[config.mk]
export PLATFORM = sky130hd
export DESIGN_NAME = display_scanner
export DESIGN_NICKNAME = d
export VERILOG_FILES = /design/src/rtl/clock_pkg.sv /design/src/rtl/seg7_decoder.sv /design/src/rtl/display_scanner.sv
export SDC_FILE = /design/constraint.sdc
export NUM_CORES = 1
export LEC_CHECK = 0
export CAP_MARGIN = 5
export CORE_MARGIN = 2
export CORE_UTILIZATION = 53
export DETAILED_ROUTE_END_ITERATION = 10
export GPL_TIMING_DRIVEN = 0
export PLACE_DENSITY = 0.79
export SKIP_CTS_REPAIR_TIMING = 1
export SYNTH_ARGS = -nofsm -noshare
export SYNTH_HDL_FRONTEND = slang
export SYNTH_SLANG_ARGS = --single-unit
[constraint.sdc]
create_clock -name clock -period 2.6 [get_ports clock]
set_input_delay 0.52 -clock clock [delete_from_list [all_inputs] [get_ports clock]]
set_output_delay 0.52 -clock clock [all_outputs]
set_load 0.02 [all_outputs]
[src/rtl/clock_pkg.sv]
// Shared definitions for the multiplexed seven-segment scanner:
// digit-word field positions, blank pattern, glyph table and FSM states.
package clock_pkg;

  localparam int EN_BIT  = 5;
  localparam int VAL_MSB = 4;
  localparam int VAL_LSB = 1;
  localparam int DP_BIT  = 0;

  localparam logic [6:0] SEG_BLANK = 7'h7F;

  // Active-low {g,f,e,d,c,b,a}; entry 0 is the rightmost element.
  localparam logic [15:0][6:0] GLYPH_TABLE = {
    7'h0E, 7'h06, 7'h21, 7'h46, 7'h03, 7'h08, 7'h10, 7'h00,
    7'h78, 7'h02, 7'h12, 7'h19, 7'h30, 7'h24, 7'h79, 7'h40
  };

  typedef logic [5:0] digit_word_t;

  typedef enum logic {
    ST_BLANK,
    ST_DRIVE
  } scan_state_e;

endpackage

[src/rtl/seg7_decoder.sv]
// Combinational hex-to-seven-segment decoder, active-low outputs.
module seg7_decoder
  import clock_pkg::*;
(
  input  logic [3:0] value,
  output logic [6:0] seg_n
);

  assign seg_n = GLYPH_TABLE[value];

endmodule

[src/rtl/display_scanner.sv]
// Eight-digit time-multiplexed seven-segment scanner with per-digit blanking
// and a frame-aligned shadow snapshot of the digit inputs.
module display_scanner
  import clock_pkg::*;
#(
  parameter int CLK_HZ       = 100_000_000,
  parameter int DIGIT_HZ     = 1_000,
  parameter int BLANK_CYCLES = 1_000
) (
  input  logic       clock,
  input  logic       reset,
  input  logic [5:0] d1,
  input  logic [5:0] d2,
  input  logic [5:0] d3,
  input  logic [5:0] d4,
  input  logic [5:0] d5,
  input  logic [5:0] d6,
  input  logic [5:0] d7,
  input  logic [5:0] d8,
  output logic [7:0] an_n,
  output logic [6:0] seg_n,
  output logic       dp_n,
  output logic       frame_start
);

  localparam int DWELL = CLK_HZ / DIGIT_HZ;
  localparam int CW    = (DWELL > 2) ? $clog2(DWELL) : 1;
  localparam logic [CW-1:0] CNT_LAST     = CW'(DWELL - 1);
  localparam logic [CW-1:0] CNT_BLANK_END = CW'(BLANK_CYCLES - 1);

  if (BLANK_CYCLES < 1 || BLANK_CYCLES >= DWELL) begin : g_bad_cfg
    $error("display_scanner: BLANK_CYCLES must satisfy 1 <= BLANK_CYCLES < DWELL");
  end

  logic [CW-1:0] cnt_reg, cnt_next;
  logic [2:0]    idx_reg, idx_next;
  scan_state_e   state_reg, state_next;
  digit_word_t   shadow_reg [8];
  digit_word_t   digit_in [8];
  digit_word_t   sel_word;
  logic          snap;
  logic [6:0]    seg_dec;
  logic [7:0]    an_next;
  logic [6:0]    seg_next;
  logic          dp_next;

  assign digit_in = '{d1, d2, d3, d4, d5, d6, d7, d8};
  assign snap     = (cnt_reg == '0) && (idx_reg == 3'd0);
  assign sel_word = shadow_reg[idx_reg];

  seg7_decoder u_decoder (
    .value (sel_word[VAL_MSB:VAL_LSB]),
    .seg_n (seg_dec)
  );

  always_ff @(posedge clock or negedge reset) begin
    if (!reset) begin
      cnt_reg     <= '0;
      idx_reg     <= 3'd0;
      state_reg   <= ST_BLANK;
      an_n        <= 8'hFF;
      seg_n       <= SEG_BLANK;
      dp_n        <= 1'b1;
      frame_start <= 1'b0;
      for (int i = 0; i < 8; i++) shadow_reg[i] <= '0;
    end else begin
      cnt_reg     <= cnt_next;
      idx_reg     <= idx_next;
      state_reg   <= state_next;
      an_n        <= an_next;
      seg_n       <= seg_next;
      dp_n        <= dp_next;
      frame_start <= snap;
      if (snap) begin
        for (int i = 0; i < 8; i++) shadow_reg[i] <= digit_in[i];
      end
    end
  end

  always_comb begin
    cnt_next   = cnt_reg + 1'b1;
    idx_next   = idx_reg;
    state_next = state_reg;
    an_next    = 8'hFF;
    seg_next   = SEG_BLANK;
    dp_next    = 1'b1;

    if (cnt_reg == CNT_LAST) begin
      cnt_next = '0;
      idx_next = idx_reg + 3'd1;
    end

    case (state_reg)
      ST_BLANK: if (cnt_reg == CNT_BLANK_END) state_next = ST_DRIVE;
      ST_DRIVE: if (cnt_reg == CNT_LAST)      state_next = ST_BLANK;
      default:  state_next = ST_BLANK;
    endcase

    // Disabled digits keep their anode off but still present decoded segments.
    if (state_reg == ST_DRIVE) begin
      an_next[idx_reg] = ~sel_word[EN_BIT];
      seg_next         = seg_dec;
      dp_next          = sel_word[DP_BIT];
    end
  end

endmodule

After elaboration in Yosys (flattened, before gate mapping)

Memories as Yosys holds them, arrays and structs flattened.
Index checks and enable logic that the tools add are counted.

Output and inout port bits: 17
Memories: 1
Word-level logic and storage cells: 46
Memory bits (read-only): 112
Memory bits (writable): 0
Latch bits: 0
Input bits: 50
Register bits: 86

Order comparisons: 4
Add/subtract/negate cells: 2
Bitwise gates (word level): 5
Multiply operators: 0
Equal/unequal tests: 2
Reductions and logical operators: 4
Multiplexer cells: 13
Div/mod/pow operators: 0
Shift operators: 0

Memories:

| memory          | words | bits a word | rd ports | clocked after Yosys merged registers in | write ports | line              | source |
|---|---|---|---|---|---|---|---|
| (no name shown) | 16    | 7           | 1        | 0                                       | 0           | seg7_decoder.sv:9 | `assign seg_n = GLYPH_TABLE[value];` |

Operators by type and width:

| operator                                                           | count |
|---|---|
| binary-select mux 6 bit (select 3 bit)                             | 1 |
| adder 17 x 1 -> 17 bit (second input constant)                     | 1 |
| == test 17 x 10 -> 1 bit (second input constant)                   | 1 |
| == test 17 bit (second input constant)                             | 1 |
| logical NOT 17 bit                                                 | 1 |
| 2-to-1 mux 17 bit                                                  | 1 |
| 2-to-1 mux 7 bit                                                   | 2 |
| 2-to-1 mux 6 bit                                                   | 2 |
| 2-to-1 mux 8 bit                                                   | 1 |
| inverter 8 bit                                                     | 1 |
| bitwise OR 8 bit                                                   | 1 |
| < comparator 4 x 5 -> 1 bit (second input constant)                | 1 |
| greater-or-equal comparator 4 bit (second input constant)          | 1 |
| < comparator 3 x 4 -> 1 bit (second input constant)                | 1 |
| 2-to-1 mux 1 bit                                                   | 4 |
| inverter 3 -> 4 bit                                                | 1 |
| adder 3 x 1 -> 3 bit (second input constant)                       | 1 |
| demux 1 bit (select 3 bit)                                         | 1 |
| greater-or-equal comparator 3 x 1 -> 1 bit (second input constant) | 1 |
| logical NOT 3 bit                                                  | 1 |
| logical AND 1 bit                                                  | 2 |
| inverter 1 bit                                                     | 2 |
| one-hot mux 1 bit (2 select lines)                                 | 1 |

Logic depth before layout (Yosys ltp)

Gate-level depths: netlist (run 1).

Depth after elaboration: 7
Depth in mapped cells: 10
Depth with buffers taken out: 8

Hierarchy

From an unflattened synthesis (run 1), not the netlist that was laid out.

Cells, all modules: 316
Area, all modules: 4027.6 um2

By module, submodules not included:

| module          | instances | area an instance (um2) | cells an instance | sequential area each (um2) |
|---|---|---|---|---|
| display_scanner | 1         | 3752.3                 | 284               | 2172.1 |
| seg7_decoder    | 1         | 275.3                  | 32                | 0.0 |

Least setup slack after synthesis (run 1)

OpenSTA, ideal clock, no wires.

Path kind: register to register
From: reg idx_reg[0]
To: reg seg_n[3]
Period minus slack after synthesis: 2368 ps
Required time: 2512 ps
Cell stages (with the launch flop): 11
Setup time: 88 ps
Data arrival time: 2280 ps
Path slack: 232 ps
Path buffers: 2
Cell sequence: dfrtp_1 -> buf_6 -> buf_6 -> mux2i_1 -> o32ai_1 -> a311oi_2 -> inv_1 -> ha_1 -> and2_4 -> a2111oi_4 -> o21ai_2

Cells in the longest elaborated chain, start to end: 7

Ends and longest elaborated chain:

| what                                                | line                   | source |
|---|---|---|
| from (decl)                                         | display_scanner.sv:36  | `logic [2:0] idx_reg, idx_next;` |
| from (signal assigned)                              | display_scanner.sv:68  | `idx_reg <= idx_next;` |
| inverter 3 -> 4 bit (implied by the code)           | display_scanner.sv:49  | `assign sel_word = shadow_reg[idx_reg];` |
| binary-select mux 6 bit (select 3 bit)              | display_scanner.sv:49  |  |
| 2-to-1 mux 6 bit (implied by the code) (2 in a row) | display_scanner.sv:49  |  |
| memory (16 x 7 bit)                                 | --                     |  |
| 2-to-1 mux 7 bit (implied by the code)              | seg7_decoder.sv:9      |  |
| 2-to-1 mux 7 bit                                    | display_scanner.sv:100 | `if (state_reg == ST_DRIVE) begin` |
| named net seg_next[3]                               | display_scanner.sv:44  | `logic [6:0] seg_next;` |
| to (signal assigned)                                | display_scanner.sv:71  | `seg_n <= seg_next;` |
| to (decl)                                           | display_scanner.sv:21  | `output logic [6:0] seg_n,` |

The timed path passes the listed nets, and every way through them passes these cells. The select of a mux whose other input is x is not followed.
A chain may end at the register's enable or synchronous reset.

Final worst setup path (run 1)

Same ends and word-level chain as after synthesis.

==> flow_summary.json, run 1 <==
{
  "timing.rr.end": "seg_n[3]",
  "die_area_mm2": 0.00853,
  "clk_latency_ns": 0.34,
  "clk_pin_slew_ns": 0.08,
  "cts_max_level": 3,
  "hold_path_class": "primary input to asynchronous set/reset pin",
  "drt_iter0_drc": 158,
  "grtUsageTotal_pct": 22.3,
  "cts_buffer_depth": 2,
  "power_density_mw_per_mm2": 482,
  "antenna_cells": 0,
  "overflow": 0,
  "syn_area_mm2": 0.00414,
  "worstSetupPathType": "flop to flop",
  "crit_start": "idx_reg[0]",
  "r2r_start": "idx_reg[0]",
  "drt_first_pass_iters": 4,
  "grt_max_degree": 48,
  "grt_pass1_wl_um": 14700,
  "start_kind": "flop",
  "core.rowCount": 32,
  "top_usage_layer": "met2",
  "grtUsageMet2_pct": 34.7,
  "slew_violations": 0,
  "dp_hpwl_um": 6220,
  "timing.hold.ws_ns": 0.148,
  "synth_area_per_cell_um2": 12.7,
  "critPathCaptureType": "flop",
  "met3_usage_pct": 4.80,
  "synth_common_cells": "70 x dfrtp_1, 55 x mux2_2, 19 x nand2_1",
  "portBuffers": 66,
  "synthFlopType": "dfrtp_1",
  "fmax_mhz": 398,
  "wl_per_cell_um": 17.0,
  "yosysTopAreaCell": "dfrtp_1",
  "gp_congestion": 0.876,
  "via_per_inst": 5.65,
  "rsz0062_at_grt": "false",
  "seqCellArea_mm2": 0.00217,
  "skew_ns": 0.00910,
  "yosys_warnings": 0,
  "ant_nets": 0,
  "vias": 2889,
  "worst_pin_slew_ns": 0.613,
  "die_h_um": 92.4,
  "worstPathRequired_ns": 2.86,
  "drive_above_1_share_pct": 26.2,
  "final_nets": 465,
  "synth-edff-count": 0,
  "cpPeakStageDelay_ns": 0.47,
  "relSlewSlack_pct": 58.8,
  "wl_um": 8690,
  "yosys.cell_count.top_type": "dfrtp_1",
  "yosysSeqAreaShare_pct": 52.5,
  "finalCritPeriodShare_pct": 96.8,
  "reg2regPathDepth": 11,
  "synth_cell_types": 53,
  "fin_area_mm2": 0.00517,
  "met1_usage_pct": 31.5,
  "synthCells": 325,
  "antenna_found_initial": 0,
  "ir_worst_vdd_v": 0.000493,
  "largest_register_ffs": 48,
  "netlist_top_cells_area": "dfrtp_1 42%, mux2_2 15%, dfstp_2 10%, mux2i_1 3.4%, ha_1 3.3%",
  "grt_pass1_vias": 2931,
  "drc": 0,
  "nFillCells": 553,
  "start_util_pct": 54.1,
  "async_reset_ff_share_pct": 100,
  "setup_violations": 0,
  "hold_viol": 0,
  "reg2reg_slack_ns": 0.08,
  "cts_tree": "built",
  "critical_path.cell_chain": "buf_8, buf_12, mux2i_1, o32ai_1, a311oi_2, buf_4, inv_1, ha_1, and2_4, a2111oi_4, o21ai_2",
  "path_max_fanout": 10,
  "worst-path-buf-inv": 4,
  "die_x_um": 92.4,
  "pin_count": 67,
  "crit_slowest_cell": "dfrtp_2",
  "numCtsBuffers": 9,
  "multi_input_area_mm2": 0.00186,
  "synth.top_cell.area_share_pct": 42.3,
  "crit_family": "compound AO/OA/AOI/OAI gates",
  "synth.ff_latch_count": 86,
  "p_leak_nw": 2.06,
  "area_delta_synth_final_pct": 24.9,
  "cp.depth": 11,
  "worst-endpoint-arrival_ns": 2.78,
  "root_buffer": "clkbuf_8",
  "cap_violations": 0,
  "fin_crit_ns": 2.52,
  "cts.sinks": 86,
  "postPlaceCellArea_mm2": 0.00495,
  "syn_nets": 386,
  "core_mm2": 0.00765,
  "status": "finished clean"
}
placed cells by master (no fill, tap or decap), drive strengths merged, types with 3 or more instances in the layout:
| master | synthesis | layout |
|---|---|---|
| buf | 11 | 15 |
| o211ai | 3 | 3 |
| nand4 | 5 | 5 |
| nor3 | 3 | 3 |
| ha | 11 | 11 |
| xnor2 | 9 | 9 |
| nor2b | 3 | 3 |
| or3 | 3 | 3 |
| nor4 | 4 | 4 |
| mux2 | 55 | 55 |
| mux2i | 14 | 14 |
| a31oi | 3 | 3 |
| and3 | 4 | 4 |
| nand3 | 17 | 17 |
| clkdlybuf4s50 | 0 | 65 |
| xor2 | 8 | 8 |
| inv | 8 | 8 |
| o21ai | 6 | 6 |
| nor2 | 13 | 13 |
| nand2 | 19 | 19 |
| clkbuf | 4 | 17 |
| dfstp | 16 | 16 |
| mux4 | 4 | 4 |
| dfrtp | 70 | 70 |
| a21oi | 3 | 3 |
| nand3b | 3 | 3 |
metrics by stage:
step	instances	power [mW]	TNS (ns)	worst slack, ns	utilization (%)
3_5_place_dp	494	1.62	-2.45	-0.205	64.7
3_3_place_gp	493	1.61	-150.60	-1.93	64.4
6_report	511	2.49	0	0.0843	67.6
2_1_floorplan	325	1.50	0	0.232	-
4_1_cts	510	2.51	-2.96	-0.249	67.1
5_1_grt	511	2.60	0	0.00593	67.6
worst max-delay path by stage:
stage	to	slack, ns
after CTS	seg_n[3]	-0.25
after detailed placement	seg_n[3]	-0.21
final	seg_n[3]	0.08
after global placement	shadow_reg[4]	-1.93
after global routing	seg_n[3]	0.006
after floorplan	seg_n[3]	0.23
cells by family (layout without fill, tap and decap cells):
family,count (synthesis),in the layout,synth area share (%)
DFF,86,86,52.5
and+or+nand+nor,82,82,10.3
muxes,73,73,20.7
AOI/OAI and AO/OA,33,33,6.77
buffers and inverters,23,107,2.81
xor gates and xnor gates,17,17,3.60
adders and majority gates,11,11,3.33
final cells by class:
| class | count | area share (%) |
|---|---|---|
| Clock buffer | 14 | 2.76 |
| Timing Repair Buffer | 69 | 13.6 |
| Inverter | 8 | 0.581 |
| Buffer | 14 | 1.89 |
| Sequential cell | 86 | 42.1 |
| Tap cell | 102 | 2.47 |
| Clock inverter | 2 | 0.678 |
| Multi-Input combinational cell | 216 | 36.0 |
where the power goes:
| group | switching, mW | internal (mW) |
|---|---|---|
| logic | 0.0802 | 0.125 |
| registers | 0.0224 | 1.38 |
| clock network | 0.440 | 0.446 |
| total | 0.543 | 1.95 |
metal layers:
layer,routed length (um),vias to the layer above
met2,4040,82
met4,140,0
li1,-,1339
met5,0,-
met1,4140,1459
met3,370,9
worst reg2reg max path, stage by stage, from the launching register on:
cell       delay [ns]
dfrtp_2          0.47
buf_8            0.18
buf_12           0.15
mux2i_1          0.22
o32ai_1          0.12
a311oi_2         0.25
buf_4            0.17
inv_1            0.06
ha_1             0.22
and2_4           0.17
a2111oi_4        0.34
o21ai_2          0.08
Note: power is estimated with default switching activity, not from simulation.
==> inputs of run 2 (changes only) <==
ABC_CLOCK_PERIOD_IN_PS = 2600   (was default)
CORE_MARGIN = default   (was 2)
CORE_UTILIZATION = 45   (was 53)
PLACE_DENSITY = 0.69   (was 0.79)
==> flow_summary.json, run 2 (synthesis gave the netlist of run 1 again) <==
{
  "met3_usage_pct": 2.72,
  "finish.utilization_pct": 59.0,
  "cap_violations": 0,
  "cts.sinks": 86,
  "status": "complete, but fails checks",
  "dp_slack_ns": -0.236,
  "setup_violations": 0,
  "drive_above_1_share_pct": 27.3,
  "antenna_found_initial": 0,
  "layout.cells.non_filler": 519,
  "finalCritPeriodShare_pct": 96.7,
  "pin_count": 67,
  "die_area_mm2": 0.00958,
  "start_util_pct": 47.0,
  "hold_path_class": "primary input to asynchronous set/reset pin",
  "cts_max_level": 3,
  "numCtsBuffers": 9,
  "ant_nets": 0,
  "placed_cells": 500,
  "antenna_cells": 0,
  "area_delta_synth_final_pct": 25.6,
  "violations": "DRC",
  "reg2regPathDepth": 11,
  "via_per_inst": 5.46,
  "largest_register_ffs": 48,
  "drc": 6,
  "top_usage_layer": "met2",
  "overflow": 0,
  "drt_iter0_drc": 129,
  "cts_buffer_depth": 2,
  "hold_viol": 0,
  "core_mm2": 0.00881,
  "gp_congestion": 0.803,
  "grt_pass1_vias": 2904,
  "worst-endpoint-arrival_ns": 2.79,
  "path_max_fanout": 10,
  "power_density_mw_per_mm2": 492,
  "portBuffers": 66,
  "grt_pass1_wl_um": 14500,
  "clk_latency_ns": 0.35,
  "wl_um": 8830,
  "setup_tns_ns": 0,
  "core.rowCount": 34,
  "clk_pin_slew_ns": 0.09,
  "setup_ws_ns": 0.0869,
  "start_kind": "flop",
  "final_cell_mix": "69 x dfrtp_1, 65 x clkdlybuf4s50_1, 55 x mux2_2, 19 x nand2_1, 17 x nand3_1",
  "vias": 2833,
  "worst_pin_slew_ns": 0.896,
  "final_nets": 467,
  "ir_worst_vdd_v": 0.000239,
  "root_buffer": "clkbuf_8",
  "wl_per_cell_um": 17.0,
  "final_common_cell": "dfrtp_1",
  "drt_first_pass_iters": 7,
  "dp_hpwl_um": 6390,
  "fmax_mhz": 398,
  "rsz0062_at_grt": "true",
  "cts_tree": "built",
  "grt_max_degree": 74,
  "grtUsageMet2_pct": 31.0,
  "die_x_um": 97.9,
  "p_leak_nw": 2.08,
  "relSlewSlack_pct": 39.7,
  "slew_violations": 0,
  "grtUsageTotal_pct": 19.6,
  "worstPathRequired_ns": 2.87,
  "die_h_um": 97.9,
  "fin_crit_ns": 2.51,
  "met1_usage_pct": 27.5,
  "skew_ns": 0.0134,
  "critPathCaptureType": "flop",
  "worstSetupPathType": "flop to flop"
}
==> run 2: cell count changes in the layout (fill, tap and decap cells not counted), moves of 2 or more <==
cell	previous run	this run
buf_4	6	8
clkinv_2	1	3
clkbuf_8	9	11
clkbuf_1	8	4
buf_6	0	2
==> run 2: stage by stage <==
| stage | hold slack [ns] | area (um^2) | power (mW) |
|---|---|---|---|
| 3_3_place_gp | 0.438 | 4930 | 1.62 |
| 2_1_floorplan | 0.224 | 4140 | 1.50 |
| 5_1_grt | 0.0149 | 5200 | 2.65 |
| 4_1_cts | 0.0109 | 5160 | 2.57 |
| 6_report | 0.0163 | 5200 | 2.56 |
| 3_5_place_dp | 0.387 | 4960 | 1.63 |
==> run 2: worst paths after layout <==
| check | startpoint | to | slack, ns |
|---|---|---|---|
| setup / recovery | idx_reg[0] | seg_n[3] | 0.09 |
| max in group asynchronous | reset | an_n[3] | 1.94 |
| min in group clock | shadow_reg[35] | an_n[2] | 0.45 |
| setup reg to reg | idx_reg[0] | seg_n[3] | 0.09 |
| hold / removal | reset | cnt_reg[14] | 0.02 |
| hold reg to reg | shadow_reg[35] | an_n[2] | 0.45 |
==> run 2: layout make-up <==
cell class | instances | area (um^2)
plain buffers | 14 | 87.6
clock buffers | 12 | 155
clock inverters | 4 | 45.0
fillers | 738 | 3610
inverters | 8 | 30.0
multi-input cells | 216 | 1850
flip-flops and latches | 86 | 2170
well taps | 108 | 135
repair buffers | 71 | 716
==> run 2: routing by layer <==
layer | routed length (um) | vias up
met5 | 0 | -
met4 | 126 | 0
met3 | 331 | 9
met2 | 4110 | 62
met1 | 4270 | 1423
li1 | - | 1339
==> run 2: power by group <==
group	internal, mW	switching [mW]
clock	0.493	0.462
combinational	0.126	0.0786
sequential	1.38	0.0216
==> run 2: worst max-delay path, cell delays in order (launching register included) <==
cell	delay (ns)
dfrtp_2	0.44
buf_6	0.19
buf_6	0.18
mux2i_1	0.25
o32ai_1	0.13
a311oi_2	0.26
buf_4	0.18
inv_1	0.06
ha_1	0.21
and2_4	0.16
a2111oi_4	0.32
o21ai_2	0.07
